File: config.mk
export PLATFORM = sky130hd
export DESIGN_NAME = alu_arb
export DESIGN_NICKNAME = d
export VERILOG_FILES = /design/src/rtl/alu_arb.sv
export SDC_FILE = /design/constraint.sdc
export NUM_CORES = 1
export LEC_CHECK = 0
export BUFFER_PORTS_ARGS = -buffer_cell sky130_fd_sc_hd__buf_4
export CAP_MARGIN = 20
export CORE_ASPECT_RATIO = 0.75
export CORE_MARGIN = 2
export CORE_UTILIZATION = 25
export DETAILED_ROUTE_END_ITERATION = 8
export GPL_ROUTABILITY_DRIVEN = 1
export HOLD_SLACK_MARGIN = 0.03
export PLACE_DENSITY = 0.49
export SETUP_SLACK_MARGIN = 0.3
export SLEW_MARGIN = 20
export SYNTH_ARGS = -nofsm -noshare
export SYNTH_HDL_FRONTEND = slang
export SYNTH_SLANG_ARGS = --single-unit
export TNS_END_PERCENT = 1
File: constraint.sdc
create_clock -name clk -period 1.9 [get_ports clk]
set_input_delay 0.19 -clock clk [delete_from_list [all_inputs] [get_ports clk]]
set_output_delay 0.19 -clock clk [all_outputs]
set_load 0.01 [all_outputs]
File: src/rtl/alu_arb.sv
// ---------------------------------------------------------------------------
// alu_arb -- two-requester round-robin front end for one shared combinational ALU.
//
// A request is accepted in IDLE. The winner's op/a/b are latched on that edge.
// In EXEC the latched operands drive the ALU. The ALU result is captured into
// the winner's result/zero registers. DONE then raises that requester's done
// for one cycle. The FSM returns to IDLE after DONE.
//
// Parameters
//   DW   operand / result width
//   OPW  ALUOp width
// Ports
//   clk, rstn              clock, asynchronous active-low reset
//   req0/req1              operation requests (sampled in IDLE only)
//   op0/op1, a0/a1, b0/b1  ALUOp and operands per requester
//   done0/done1            one-cycle completion pulse per requester
//   res0/res1, zero0/zero1 result and zero-flag registers per requester
//   alu_a, alu_b, alu_op   drive the shared ALU (zero / NOP when not in EXEC)
//   alu_c, alu_zero        combinational ALU outputs
//   busy                   high whenever the FSM is not in IDLE
// ---------------------------------------------------------------------------
module alu_arb #(
    parameter int DW  = 32,
    parameter int OPW = 4
) (
    input  logic           clk,
    input  logic           rstn,
    input  logic           req0,
    input  logic           req1,
    input  logic [OPW-1:0] op0,
    input  logic [OPW-1:0] op1,
    input  logic [DW-1:0]  a0,
    input  logic [DW-1:0]  a1,
    input  logic [DW-1:0]  b0,
    input  logic [DW-1:0]  b1,
    output logic           done0,
    output logic           done1,
    output logic [DW-1:0]  res0,
    output logic [DW-1:0]  res1,
    output logic           zero0,
    output logic           zero1,
    output logic [DW-1:0]  alu_a,
    output logic [DW-1:0]  alu_b,
    output logic [OPW-1:0] alu_op,
    input  logic [DW-1:0]  alu_c,
    input  logic           alu_zero,
    output logic           busy
);

    localparam logic [OPW-1:0] ALU_NOP = '0;

    typedef enum logic [1:0] {
        IDLE = 2'd0,
        EXEC = 2'd1,
        DONE = 2'd2
    } state_t;

    state_t         state_reg, state_next;
    logic           owner_reg, owner_next;
    logic           last_reg, last_next;
    logic [OPW-1:0] op_reg, op_next;
    logic [DW-1:0]  a_reg, a_next;
    logic [DW-1:0]  b_reg, b_next;

    // Requester inputs gathered into vectors, indexed by requester id.
    logic [1:0][OPW-1:0] op_vec;
    logic [1:0][DW-1:0]  a_vec;
    logic [1:0][DW-1:0]  b_vec;
    logic [1:0][DW-1:0]  res_vec;
    logic [1:0]          zero_vec;
    logic [1:0]          done_vec;

    assign op_vec = {op1, op0};
    assign a_vec  = {a1, a0};
    assign b_vec  = {b1, b0};

    // Round-robin pick: a lone request wins outright. On a tie, the
    // requester that was not granted last time wins.
    logic grant_valid;
    logic grant_id;

    assign grant_valid = req0 | req1;
    assign grant_id    = (req0 & req1) ? ~last_reg : req1;

    // State register
    always_ff @(posedge clk or negedge rstn) begin
        if (!rstn) begin
            state_reg <= IDLE;
            owner_reg <= 1'b0;
            last_reg  <= 1'b1;
            op_reg    <= '0;
            a_reg     <= '0;
            b_reg     <= '0;
        end else begin
            state_reg <= state_next;
            owner_reg <= owner_next;
            last_reg  <= last_next;
            op_reg    <= op_next;
            a_reg     <= a_next;
            b_reg     <= b_next;
        end
    end

    // Next-state and ALU drive
    always_comb begin
        state_next = state_reg;
        owner_next = owner_reg;
        last_next  = last_reg;
        op_next    = op_reg;
        a_next     = a_reg;
        b_next     = b_reg;
        alu_op     = ALU_NOP;
        alu_a      = '0;
        alu_b      = '0;

        case (state_reg)
            IDLE: begin
                if (grant_valid) begin
                    state_next = EXEC;
                    owner_next = grant_id;
                    last_next  = grant_id;
                    op_next    = op_vec[grant_id];
                    a_next     = a_vec[grant_id];
                    b_next     = b_vec[grant_id];
                end
            end
            EXEC: begin
                // Only the latched copy reaches the ALU, so inputs may
                // change freely while the operation is in flight.
                alu_op     = op_reg;
                alu_a      = a_reg;
                alu_b      = b_reg;
                state_next = DONE;
            end
            DONE: begin
                state_next = IDLE;
            end
            default: begin
                state_next = IDLE;
            end
        endcase
    end

    assign busy = (state_reg != IDLE);

    // Per-requester result/zero registers and done decode. The capture
    // happens on the EXEC->DONE edge, while the ALU still sees the latched
    // operands.
    for (genvar gi = 0; gi < 2; gi++) begin : g_req
        logic [DW-1:0] res_reg;
        logic          zero_reg;
        logic          mine;

        assign mine = (owner_reg == 1'(gi));

        always_ff @(posedge clk or negedge rstn) begin
            if (!rstn) begin
                res_reg  <= '0;
                zero_reg <= 1'b0;
            end else if (state_reg == EXEC && mine) begin
                res_reg  <= alu_c;
                zero_reg <= alu_zero;
            end
        end

        assign res_vec[gi]  = res_reg;
        assign zero_vec[gi] = zero_reg;
        assign done_vec[gi] = (state_reg == DONE) && mine;
    end

    assign res0  = res_vec[0];
    assign res1  = res_vec[1];
    assign zero0 = zero_vec[0];
    assign zero1 = zero_vec[1];
    assign done0 = done_vec[0];
    assign done1 = done_vec[1];

endmodule

-- Yosys cells after proc, flatten, opt, wreduce, memory -nomap -nowiden
Index checks and enable logic that the tools add are counted.
- register bits after elaboration: 138
- bits in latches: 0
- RAM bits: 0
- memory bits (read-only): 0
- memories: 0
- $add $sub $neg: 0
- $mul: 0
- div/mod/pow operators: 0
- magnitude comparators: 1
- eq/ne operators: 3
- shifts and indexed selects: 0
- muxes and demuxes: 12
- bitwise operators: 4
- reductions and logical operators: 7
- operator list (cell ; number):
    $mux W32 ; 6
    $mux W4 ; 3
    $logic_and A1 B1 Y1 ; 4
    $pmux W2 S2 ; 1
    $eq A2 B1 Y1 const B ; 1
    $eq A2 B2 Y1 const B ; 1
    $logic_not A2 Y1 ; 1
    $lt A1 B2 Y1 const B ; 1
    $mux W2 ; 1
    $ne A2 B2 Y1 const B ; 1
    $not A1 Y1 ; 2
    $reduce_and A2 Y1 ; 1
    $reduce_bool A2 Y1 ; 1
    $and A1 B1 Y1 ; 1
    $mux W1 ; 1
    $or A1 B1 Y1 ; 1

-- Longest topological paths before layout
Gate-level depths: netlist (run 1).
- depth in word-level cells: 4
- depth in mapped cells: 6

-- Least setup slack after synthesis (run 1)
OpenSTA, ideal clock, no wires.
- kind: reg-to-reg
- from: register last_reg
- to: register a_reg[4]
- data arrival time: 1.554 ns
- required time: 1.775 ns
- path slack: 0.221 ns
- cell stages (with the launch flop): 7
- buffers on the path: 3
- path through: dfstp_2 > a21bo_1 > buf_6 > buf_6 > buf_6 > mux2_4 > mux2_4
- cells in the longest elaborated chain, start to end: 4
- ends and longest elaborated chain (item ; RTL line ; text):
    from (decl) ; 60 ; logic last_reg, last_next;
    from (signal assigned) ; 97 ; last_reg <= last_next;
    $not A1 Y1 ; 83 ; assign grant_id = (req0 & req1) ? ~last_reg : req1;
    $mux W1 ; 83 ;
    $mux W32 (implied by the code) (2 in series) ; 123 ; a_next = a_vec[grant_id];
    to (signal assigned) ; 99 ; a_reg <= a_next;
    to (decl) ; 62 ; logic [DW-1:0] a_reg, a_next;
No other way between the ends. The select of a mux whose other input is x is not followed.
A chain may end at the register's enable or synchronous reset.

-- Worst setup path after layout (run 1)
- from: register state_reg[1]
- to: output port alu_a[17]
- cells in the longest elaborated chain, start to end: 2
- ends and longest elaborated chain (item ; RTL line ; text):
    from (decl) ; 58 ; state_t state_reg, state_next;
    from (signal assigned) ; 95 ; state_reg <= state_next;
    $eq A2 B1 Y1 ; 116 ; case (state_reg)
    $mux W32 ; 116 ;
    to (decl) ; 42 ; output logic [DW-1:0] alu_a,
No other way between the ends.

==> results of run 1 <==
==> logic make-up after synthesis <==
family | Yosys count | synth area share [%]
AO/OA/AOI/OAI | 5 | 0.5421
buffers and inverters | 33 | 2.652
flip-flops | 138 | 53.45
multiplexers | 202 | 36.24
AND/OR/NAND/NOR | 74 | 7.123
==> cells in the mapped netlist (all sizes together) <==
library cell	number
dfrtp	137
a21bo	1
nor3b	2
nand2	1
inv	2
mux2	202
and2	69
clkbuf	8
dfstp	1
a21oi	1
nor2	1
nor2b	1
a31oi	1
o21a	1
o22ai	1
buf	23
==> per-layer routing <==
layer,track usage (%),share of wire (%),up-vias
li1,-,-,2290
met1,17.46,43,2405
met2,24.33,49,178
met3,3.957,6.1,27
met4,6.120,2.0,0
met5,0,0,-
==> power by group through the flow <==
stage | clock network [W] | logic, W | registers (W)
after global routing | 0.00340 | 0.00890 | 0.00543
after global placement | 0 | 0.00749 | 0.00524
after floorplan | 0 | 0.00387 | 0.00545
after CTS | 0.00329 | 0.00832 | 0.00524
final | 0.00314 | 0.00832 | 0.00523
after detailed placement | 0 | 0.00759 | 0.00529
==> worst min-delay path by stage <==
| stage | start | depth (start not counted) | endpoint |
|---|---|---|---|
| 2_1_floorplan | rstn | 0 | a_reg[0]$_DFFE_PN0P_ |
| 3_3_place_gp | rstn | 1 | res0[11]$_DFFE_PN0P_ |
| 3_5_place_dp | rstn | 1 | res1[11]$_DFFE_PN0P_ |
| 4_1_cts | req1 | 3 | last_reg$_DFFE_PN1P_ |
| 5_1_grt | req1 | 3 | last_reg$_DFFE_PN1P_ |
| 6_report | req1 | 3 | last_reg$_DFFE_PN1P_ |
==> worst max-delay path, stage by stage, from the launching register on <==
cell and delay [ps]:
dfrtp_1 420, nor2b_4 160, buf_4 160, buf_16 150, and2_1 150, buf_4 120
==> timing repair <==
item | CTS | global route
buffers inserted | 6 | 1
hold buffers | 35 | 0
pin swaps | 0 | 1
endpoints found under the hold margin | 204 | 0
endpoints found under the setup margin | 137 | 204
gates resized for setup | 8 | 6
gates cloned | 4 | 3
==> layout make-up <==
cell class / count / area (µm²)
fill: 2387 / 14710
sequential: 138 / 3455
timing repair buffer: 370 / 3128
multi-input combinational: 281 / 2874
clock buffer: 20 / 456.7
tap: 338 / 422.9
clock inverter: 11 / 96.34
inverter: 2 / 7.507
antenna: 1 / 2.502
==> stage by stage <==
| stage | instance area (µm²) | std cells | utilization [%] |
|---|---|---|---|
| 6_report | 10440 | 1161 | 41.52 |
| 5_1_grt | 10440 | 1161 | 41.52 |
| 4_1_cts | 10360 | 1156 | 41.18 |
| 3_5_place_dp | 9270 | 1080 | 36.86 |
| 3_3_place_gp | 9270 | 1080 | 36.86 |
| 2_1_floorplan | 6467 | 452 | - |
==> results.md, run 1 <==
- Status: completed
- Total GRT Usage: roughly 14%
- Routed via count: 4900
- CTS root buffer: clkbuf_16
- Htree depth: 4
- Power density over the cells: 1599 nW/µm²
- FF-to-FF path depth: 4
- Syn_nets: 625
- Fin crit period: 1774 ps
- DRT iter0 DRCs: 123
- Port Buffer Count: around 300
- Leading cell type in the layout, fill and taps excluded: buf_4
- Via density: approximately 4.2
- Max-slew headroom at the worst pin: a little under three quarters
- Clock Skew: 8.612 ps
- Sequential fraction of the synthesis area: roughly 53%
- NetSw: approximately 0.0054 W
- Drt pass-1 iters: 4
- Slack of the worst reg-to-reg path: around 150 ps
- Synth unique cells: 18
- Total Power: around 0.017 W
- Initial Util: 25.70%
- Largest net degree at the start of global routing: a little over 60
- Mapped cell area: between 6000 and 7000 µm²
- Min-delay worst type: in -> reg
- Final Hold Vio Count: 0
- Post-Synthesis Cells: about 450
- Yosys top cell area share: between 50% and 60%
- Fmax: between 0.5 and 0.6 GHz
- Num CTS Buffers: 17
- Setup_tns: 0 ps
- Drt total wl: ~20000 µm
- CTS tree: built
- Initial antenna violation count: 1
- Sw Ratio: 32.62%
- RR Startpoint: last_reg$_DFFE_PN1P_
- Static Leakage: between 4 and 5 nW
- Worst vdd ir: ~0.7 mV
- DP HPWL: 13520 µm
- Final setup viols: 0
- Die Wd: ~190 µm
- Max Cap Viol: 0
- Worst setup EP type: output port
- Die area: approximately 27000 µm²
- Drt wl/cell: roughly 17 µm
- Placement row count: 50
- DRC violations left: 0
- Reg clk slew, reported paths: ~60 ps
- Worst-margin pin slew: between 400 and 500 ps
- Largest cells by area after synthesis: dfrtp_1, mux2_2, and2_1
- Crit path arrival time: ~1600 ps
- Number of global-route vias before repair: ~5400
- RSZ-0062 raised after global routing: yes
- Slew Limit Fails: 0
- Gpl congestion: a little under 0.8
- Synthesis-stage register bit count: 138
- Remaining Overflow, GRT: 0
- Crit start category: flip-flop
- I/O pin count: between 300 and 400
- Combinational group share of total power: approximately half
- CTS max path bufs: 2
- RR Endpoint: b_reg[31]$_DFFE_PN0P_
- Final Cycle Share: between 90% and 100%
- Nets: between 900 and 1000
- Clock sinks: 138
- Clock power frac: a little under a fifth
- Post-route ant nets: 0
- P_int: 0.01125 W
- Sequential power share: 31.3%
- Share of layout cells above drive strength 1: a little over two thirds
- Crit path to: alu_a[17]
- Synth area leader: dfrtp_1
- YS warnings: 0
- Setup CP Type: reg -> out
- CP required: roughly 1700 ps
- Hold_ws: 68.13 ps
- Max Fanout on Critical Path: 15
- Most frequent cells in the layout: buf_4, mux2_2, dfrtp_1
- Core box area: 25150 µm²
- Synth-to-layout area growth: 61.56%
- Mean Syn Cell Area: roughly 14 µm²
- DIE HEIGHT: 143.3 µm
- CP Launch Point: state_reg[1]$_DFFE_PN0P_
- Post-placement setup slack: approximately 200 ps
- First-pass GRT wire length: around 30000 µm
- Worst-Skew Late Latency: 420 ps
- Final worst-path setup slack: approximately 130 ps
No activity file was read; power rests on OpenSTA's default activity.
==> run 2, diff against run 1 <==
--- a/config.mk
+++ b/config.mk
@@ -14,7 +14,6 @@
 export GPL_ROUTABILITY_DRIVEN = 1
 export HOLD_SLACK_MARGIN = 0.03
 export PLACE_DENSITY = 0.49
-export SETUP_SLACK_MARGIN = 0.3
 export SLEW_MARGIN = 20
 export SYNTH_ARGS = -nofsm -noshare
 export SYNTH_HDL_FRONTEND = slang
==> results.md, run 2 (synthesis results as in run 1) <==
- Status: completed
- Clock Skew: 6.928 ps (-1.684 ps)
- Crit path to: alu_a[21]
- Worst path depth: 4 (-1)
- CP Launch Point: state_reg[1]$_DFFE_PN0P_
- Slew Limit Fails: 0 (unchanged)
- RR Endpoint: res0[29]$_DFFE_PN0P_
- Core box area: 25150 µm² (unchanged)
- Share of layout cells above drive strength 1: 69.09% (-0.50 points)
- Worst vdd ir: 0.6293 mV (-11%)
- Setup_tns: 0 ps (unchanged)
- Worst-margin pin slew: 465.0 ps (+43.72 ps)
- Area of placed instances: 9270 µm² (unchanged)
- Port Buffer Count: 309 (unchanged)
- Hold_ws: 65.89 ps (-2.240 ps)
- First-pass GRT wire length: 29280 µm (-1.9%)
- Post-route ant nets: 0 (unchanged)
- Max Fanout on Critical Path: 31 (+16)
- Reg clk slew, reported paths: 60 ps (about the same)
- ANT cells: 0 (-1)
- Placement row count: 50 (unchanged)
- DRC violations left: 0 (unchanged)
- Crit path arrival time: 1640 ps (+60 ps)
- Drt wl/cell: 16.65 µm (-4.4%)
- Layout fillers: 2451 (+2.7%)
- Gpl congestion: 0.7680 (-3.4%)
- Worst-Skew Late Latency: 420 ps (about the same)
- CTS resizes: 0 (-8)
- Largest net degree at the start of global routing: 47 (-23%)
- Via density: 4.196 (-0.59%)
- Drt total wl: 19150 µm (-5.3%)
- I/O pin count: 310 (unchanged)
- Die area: 27170 µm² (unchanged)
- Static Leakage: 4.806 nW (-1.7%)
- Critical-path cell list: nor2b_4 > bufbuf_16 > and2_1 > buf_4
- Top Family by Delay on Critical Path: buffers and inverters
- Max-slew headroom at the worst pin: 69.00% (-2.9 points)
- Post-route insts no fill: 1150 (-0.95%)
- Worst stage delay on the critical path: 420 ps (about the same)
- CTS max path bufs: 2 (unchanged)
- Slack of the worst reg-to-reg path: 120 ps (-30 ps)
- Leading cell type in the layout, fill and taps excluded: buf_4
- Num CTS Buffers: 17 (unchanged)
- CTS root buffer: clkbuf_16
- Total GRT Usage: 14.02% (-0.42 points)
- RSZ-0062 raised after global routing: yes
- Placed cell count: 1080 (unchanged)
- Max Cap Viol: 0 (unchanged)
- Post-route cell area: 10280 µm² (-1.5%)
- Fmax: 0.5458 GHz (-3.2%)
- CTS tree: built
- Crit path buffers/inverters: 2 (-1)
- Initial Util: 25.70% (unchanged)
- CP required: 1710 ps (about the same)
- Nets: 972 (-1.1%)
- Setup CP Type: reg -> out
- Synth-to-layout area growth: 59.08%
- Initial antenna violation count: 0 (-1)
- Die Wd: 189.7 µm (unchanged)
- Final Hold Vio Count: 0 (unchanged)
- Number of global-route vias before repair: 5340 (-1.9%)
- Htree depth: 4 (unchanged)
- Final core occ: 40.89% (-0.64 points)
- Min-delay worst type: in -> reg
- Routed via count: 4825 (-1.5%)
- Power density over the cells: 1596 nW/µm² (-0.19%)
- FF-to-FF path depth: 6 (+2)
- Final setup viols: 0 (unchanged)
- Worst setup EP type: output port
- CP max-delay cell: dfrtp_1
- Crit start category: flip-flop
- Remaining Overflow, GRT: 0 (unchanged)
- Most frequent cells in the layout: buf_4, mux2_2, dfrtp_1
- Fin crit period: 1832 ps (+58.56 ps)
- DP HPWL: 13600 µm (+0.58%)
- RR Startpoint: state_reg[1]$_DFFE_PN0P_
- DIE HEIGHT: 143.3 µm (unchanged)
- Final Cycle Share: 96.43% (+3.1 points)
- Clock sinks: 138 (unchanged)
- Drt pass-1 iters: 4 (unchanged)
- DRT iter0 DRCs: 104 (-15%)
-- run 2: cell count changes in the layout (fill, tap and decap cells not counted), moves of 2 or more --
cell / change
mux2_2: +2
bufinv_16: +2
buf_6: -3
buf_4: -3
clkbuf_8: -2
clkbuf_16: -2
buf_16: -5
clkinv_4: +2
clkinv_2: -2
mux2_4: -2
-- run 2: repair_timing --
action,CTS,global route
endpoints found under the hold margin,109,0
endpoints found under the setup margin,61,15
gates cloned,1,0
setup buffers,2,0
hold buffers,35,0
-- run 2: area by class of cell --
type	count	area, µm²	share of cell area (%)
timing repair buffer	359	2937	28.56
tap	338	422.9	4.113
clock buffer	18	429.2	4.174
sequential	138	3455	33.60
clock inverter	14	172.7	1.679
multi-input combinational	281	2859	27.80
inverter	2	7.507	0.07301
-- run 2: worst min-delay path by stage --
stage / start / endpoint / slack, ps / cells after the start
finish: req1 / last_reg$_DFFE_PN1P_ / 70 / 3
global route: req1 / last_reg$_DFFE_PN1P_ / 100 / 3
CTS: req1 / last_reg$_DFFE_PN1P_ / 40 / 3
detailed placement: rstn / res1[12]$_DFFE_PN0P_ / 160 / 1
global placement: rstn / res0[12]$_DFFE_PN0P_ / 150 / 1
floorplan: rstn / a_reg[0]$_DFFE_PN0P_ / -110 / 0
-- run 2: per-stage QoR --
step,worst slack (ps),power [W]
finish,67.74,0.01641
detailed placement,187.0,0.01291
CTS,32.90,0.01672
global placement,223.4,0.01276
global route,-31.89,0.01741
floorplan,220.8,0.009314
-- run 2: per-layer routing --
metal	up-vias	global-route usage, %	part of all wire [%]
met2	169	24.10	50
met5	-	0	0
met4	0	4.202	1.4
li1	2275	-	-
met3	17	5.603	8.6
met1	2364	16.13	40
-- run 2: tightest hold or removal path, delay by kind of cell --
kind | cells | cell delay (ps)
AOI/OAI and AO/OA | 2 | 160
buffers and inverters | 1 | 130
-- run 2: where the power goes --
| part | leakage, nW | internal [W] | total [W] | switching (W) |
|---|---|---|---|---|
| combinational | 2.90 | 0.00458 | 0.00773 | 0.00315 |
| clock | 0.291 | 0.00207 | 0.00343 | 0.00136 |
| sequential | 1.61 | 0.00449 | 0.00525 | 0.000755 |
| total | 4.81 | 0.0111 | 0.0164 | 0.00527 |
==> run 3, diff against run 2 <==
--- a/config.mk
+++ b/config.mk
@@ -5,15 +5,15 @@
 export SDC_FILE = /design/constraint.sdc
 export NUM_CORES = 1
 export LEC_CHECK = 0
-export BUFFER_PORTS_ARGS = -buffer_cell sky130_fd_sc_hd__buf_4
 export CAP_MARGIN = 20
 export CORE_ASPECT_RATIO = 0.75
 export CORE_MARGIN = 2
 export CORE_UTILIZATION = 25
 export DETAILED_ROUTE_END_ITERATION = 8
+export DONT_BUFFER_PORTS = 1
 export GPL_ROUTABILITY_DRIVEN = 1
 export HOLD_SLACK_MARGIN = 0.03
-export PLACE_DENSITY = 0.49
+export PLACE_DENSITY = 0.38
 export SLEW_MARGIN = 20
 export SYNTH_ARGS = -nofsm -noshare
 export SYNTH_HDL_FRONTEND = slang
==> results.md, run 3 (synthesis results as in run 1) <==
- Status: complete, but fails checks
- Failing checks: negative hold slack
- Met2 wire len: 8836 µm (-6.9%)
- Via density: 4.393 (+4.7%)
- Num CTS Buffers: 17 (unchanged)
- Remaining Overflow, GRT: 0 (unchanged)
- RSZ-0062 raised after global routing: no
- Worst-Skew Late Latency: 420 ps (about the same)
- Setup_tns: 0 ps (unchanged)
- Post-CTS setup buffers: 0 (-2)
- Total Power: 0.01399 W (-15%)
- Gpl congestion: 0.6978 (-9.1%)
- Reg clk slew, reported paths: 60 ps (about the same)
- Slew Limit Fails: 0 (unchanged)
- Post-route insts no fill: 936 (-19%)
- Metal-1 WL: 6601 µm (-15%)
- Leading cell type in the layout, fill and taps excluded: mux2_2
- Die area: 27170 µm² (unchanged)
- Crit start category: flip-flop
- Nets: 759 (-22%)
- Worst-margin pin slew: 559.3 ps (+94.38 ps)
- Metal3 WL: 1256 µm (-24%)
- Placed cell count: 769 (-29%)
- Initial Util: 25.70% (unchanged)
- Core box area: 25150 µm² (unchanged)
- Setup CP Type: reg -> out
- Clock power frac: 23.3% (+2.4 points)
- Final Hold Vio Count: 138 (+138)
- CTS root buffer: clkbuf_16
- CP required: 1710 ps (about the same)
- Htree depth: 4 (unchanged)
- Crit path arrival time: 1580 ps (-60 ps)
- Placement row count: 50 (unchanged)
- CTS max path bufs: 2 (unchanged)
- Area of placed instances: 6898 µm² (-26%)
- Power density over the cells: 1583 nW/µm² (-0.82%)
- Drt wl/cell: 18.30 µm (+9.9%)
- Combinational group share of total power: 35.2% (-12 points)
- CTS tree: built
- ANT cells: 0 (unchanged)
- Drt total wl: 17130 µm (-11%)
- Sequential power share: 41.4% (+9.4 points)
- NetSw: 0.004742 W (-10%)
- Drt pass-1 iters: 4 (unchanged)
- Clock Skew: 8.294 ps (+1.366 ps)
- Worst vdd ir: 0.9903 mV (+57%)
- Final core occ: 35.13% (-5.8 points)
- DRC violations left: 0 (unchanged)
- Most frequent cells in the layout: mux2_2, dfrtp_1, dlygate4sd3_1
- Worst setup EP type: output port
- Post-route cell area: 8835 µm² (-14%)
- Layout fillers: 2445 (-0.24%)
- Hold_ws: -538.4 ps (-604.3 ps)
- Share of layout cells above drive strength 1: 41.47% (-28 points)
- Post-route ant nets: 0 (unchanged)
- First-pass GRT wire length: 26020 µm (-11%)
- Fin crit period: 1769 ps (-63.67 ps)
- Synth-to-layout area growth: 36.68%
- DRT iter0 DRCs: 85 (-18%)
- Max-slew headroom at the worst pin: 62.63% (-6.4 points)
- Die Wd: 189.7 µm (unchanged)
- Routed via count: 4112 (-15%)
- Port Buffer Count: 0 (-100%)
- Static Leakage: 3.641 nW (-24%)
- Number of global-route vias before repair: 4636 (-13%)
- Max Cap Viol: 0 (unchanged)
- DP HPWL: 10920 µm (-20%)
- Final Cycle Share: 93.08% (-3.4 points)
- Total GRT Usage: 12.72% (-1.3 points)
- Max Fanout on Critical Path: 49 (+58%)
- I/O pin count: 310 (unchanged)
- Initial antenna violation count: 0 (unchanged)
- Uppermost layer routed: met4
- Min-delay worst type: in -> async
- Sw Ratio: 33.91% (+1.8 points)
- Largest net degree at the start of global routing: 139 (+200%)
- Clock sinks: 138 (unchanged)
- P_int: 0.009243 W (-17%)
- Final setup viols: 0 (unchanged)
- Fmax: 0.5654 GHz (+3.6%)
- DIE HEIGHT: 143.3 µm (unchanged)
## run 3: changes by cell type in the layout (fill, tap and decap cells not counted), sizes merged
cell,previous run,this run
dlygate4sd3,35,136
clkbuf,18,19
buf,323,10
bufinv,3,2
inv,4,3
clkinv,7,6
clkinvlp,2,3
bufbuf,1,0
## run 3: routing by layer
layer / track usage (%) / up-vias
met5: 0 / -
li1: - / 1842
met3: 5.014 / 24
met4: 6.242 / 0
met1: 13.87 / 2083
met2: 21.73 / 163
## run 3: power groups by stage
stage | clock, W | sequential (W) | combinational (W)
3_5_place_dp | 0 | 0.00584 | 0.00478
2_1_floorplan | 0 | 0.00545 | 0.00387
3_3_place_gp | 0 | 0.00583 | 0.00467
4_1_cts | 0.00342 | 0.00581 | 0.00503
5_1_grt | 0.00357 | 0.00599 | 0.00532
6_report | 0.00327 | 0.00579 | 0.00493
## run 3: path summary, 6_finish.rpt
check,slack [ps],endpoint,cells past startpoint,start
max,130,alu_a[12],3,state_reg[1]$_DFFE_PN0P_
min,-540,op_reg[0]$_DFFE_PN0P_,0,rstn
max reg2reg,170,a_reg[17]$_DFFE_PN0P_,4,last_reg$_DFFE_PN1P_
min reg2reg,500,b_reg[24]$_DFFE_PN0P_,1,b_reg[24]$_DFFE_PN0P_
max in group asynchronous,2140,b_reg[29]$_DFFE_PN0P_,0,rstn
min in group clk,60,b_reg[19]$_DFFE_PN0P_,2,b1[19]
## run 3: layout make-up
cell class	count	area [µm²]	share of cell area [%]
Clock buffer	19	442.9	5.013
Clock inverter	12	125.1	1.416
Sequential cell	138	3455	39.10
Tap cell	338	422.9	4.787
Inverter	2	7.507	0.08497
Multi-Input combinational cell	281	2863	32.40
Timing Repair Buffer	146	1519	17.19
## run 3: critical path, cell delays in order (launching register included)
cell and delay, ps:
dfrtp_1 430, nor2b_4 180, buf_8 270, and2_1 270
## run 3: timing repair
action | CTS | global route
endpoints found under the hold margin | 256 | 139
gates resized for setup | 1 | 2
hold buffers | 134 | 2
pin swaps | 0 | 0
setup endpoints to repair | 48 | 7
## run 3: through the flow
stage | hold WS [ps] | worst slack (ps)
2_1_floorplan | -105.6 | 220.8
6_report | -538.4 | 131.4
4_1_cts | -574.2 | 31.74
3_3_place_gp | -102.5 | 220.7
5_1_grt | -576.9 | 18.62
3_5_place_dp | -101.6 | 193.1
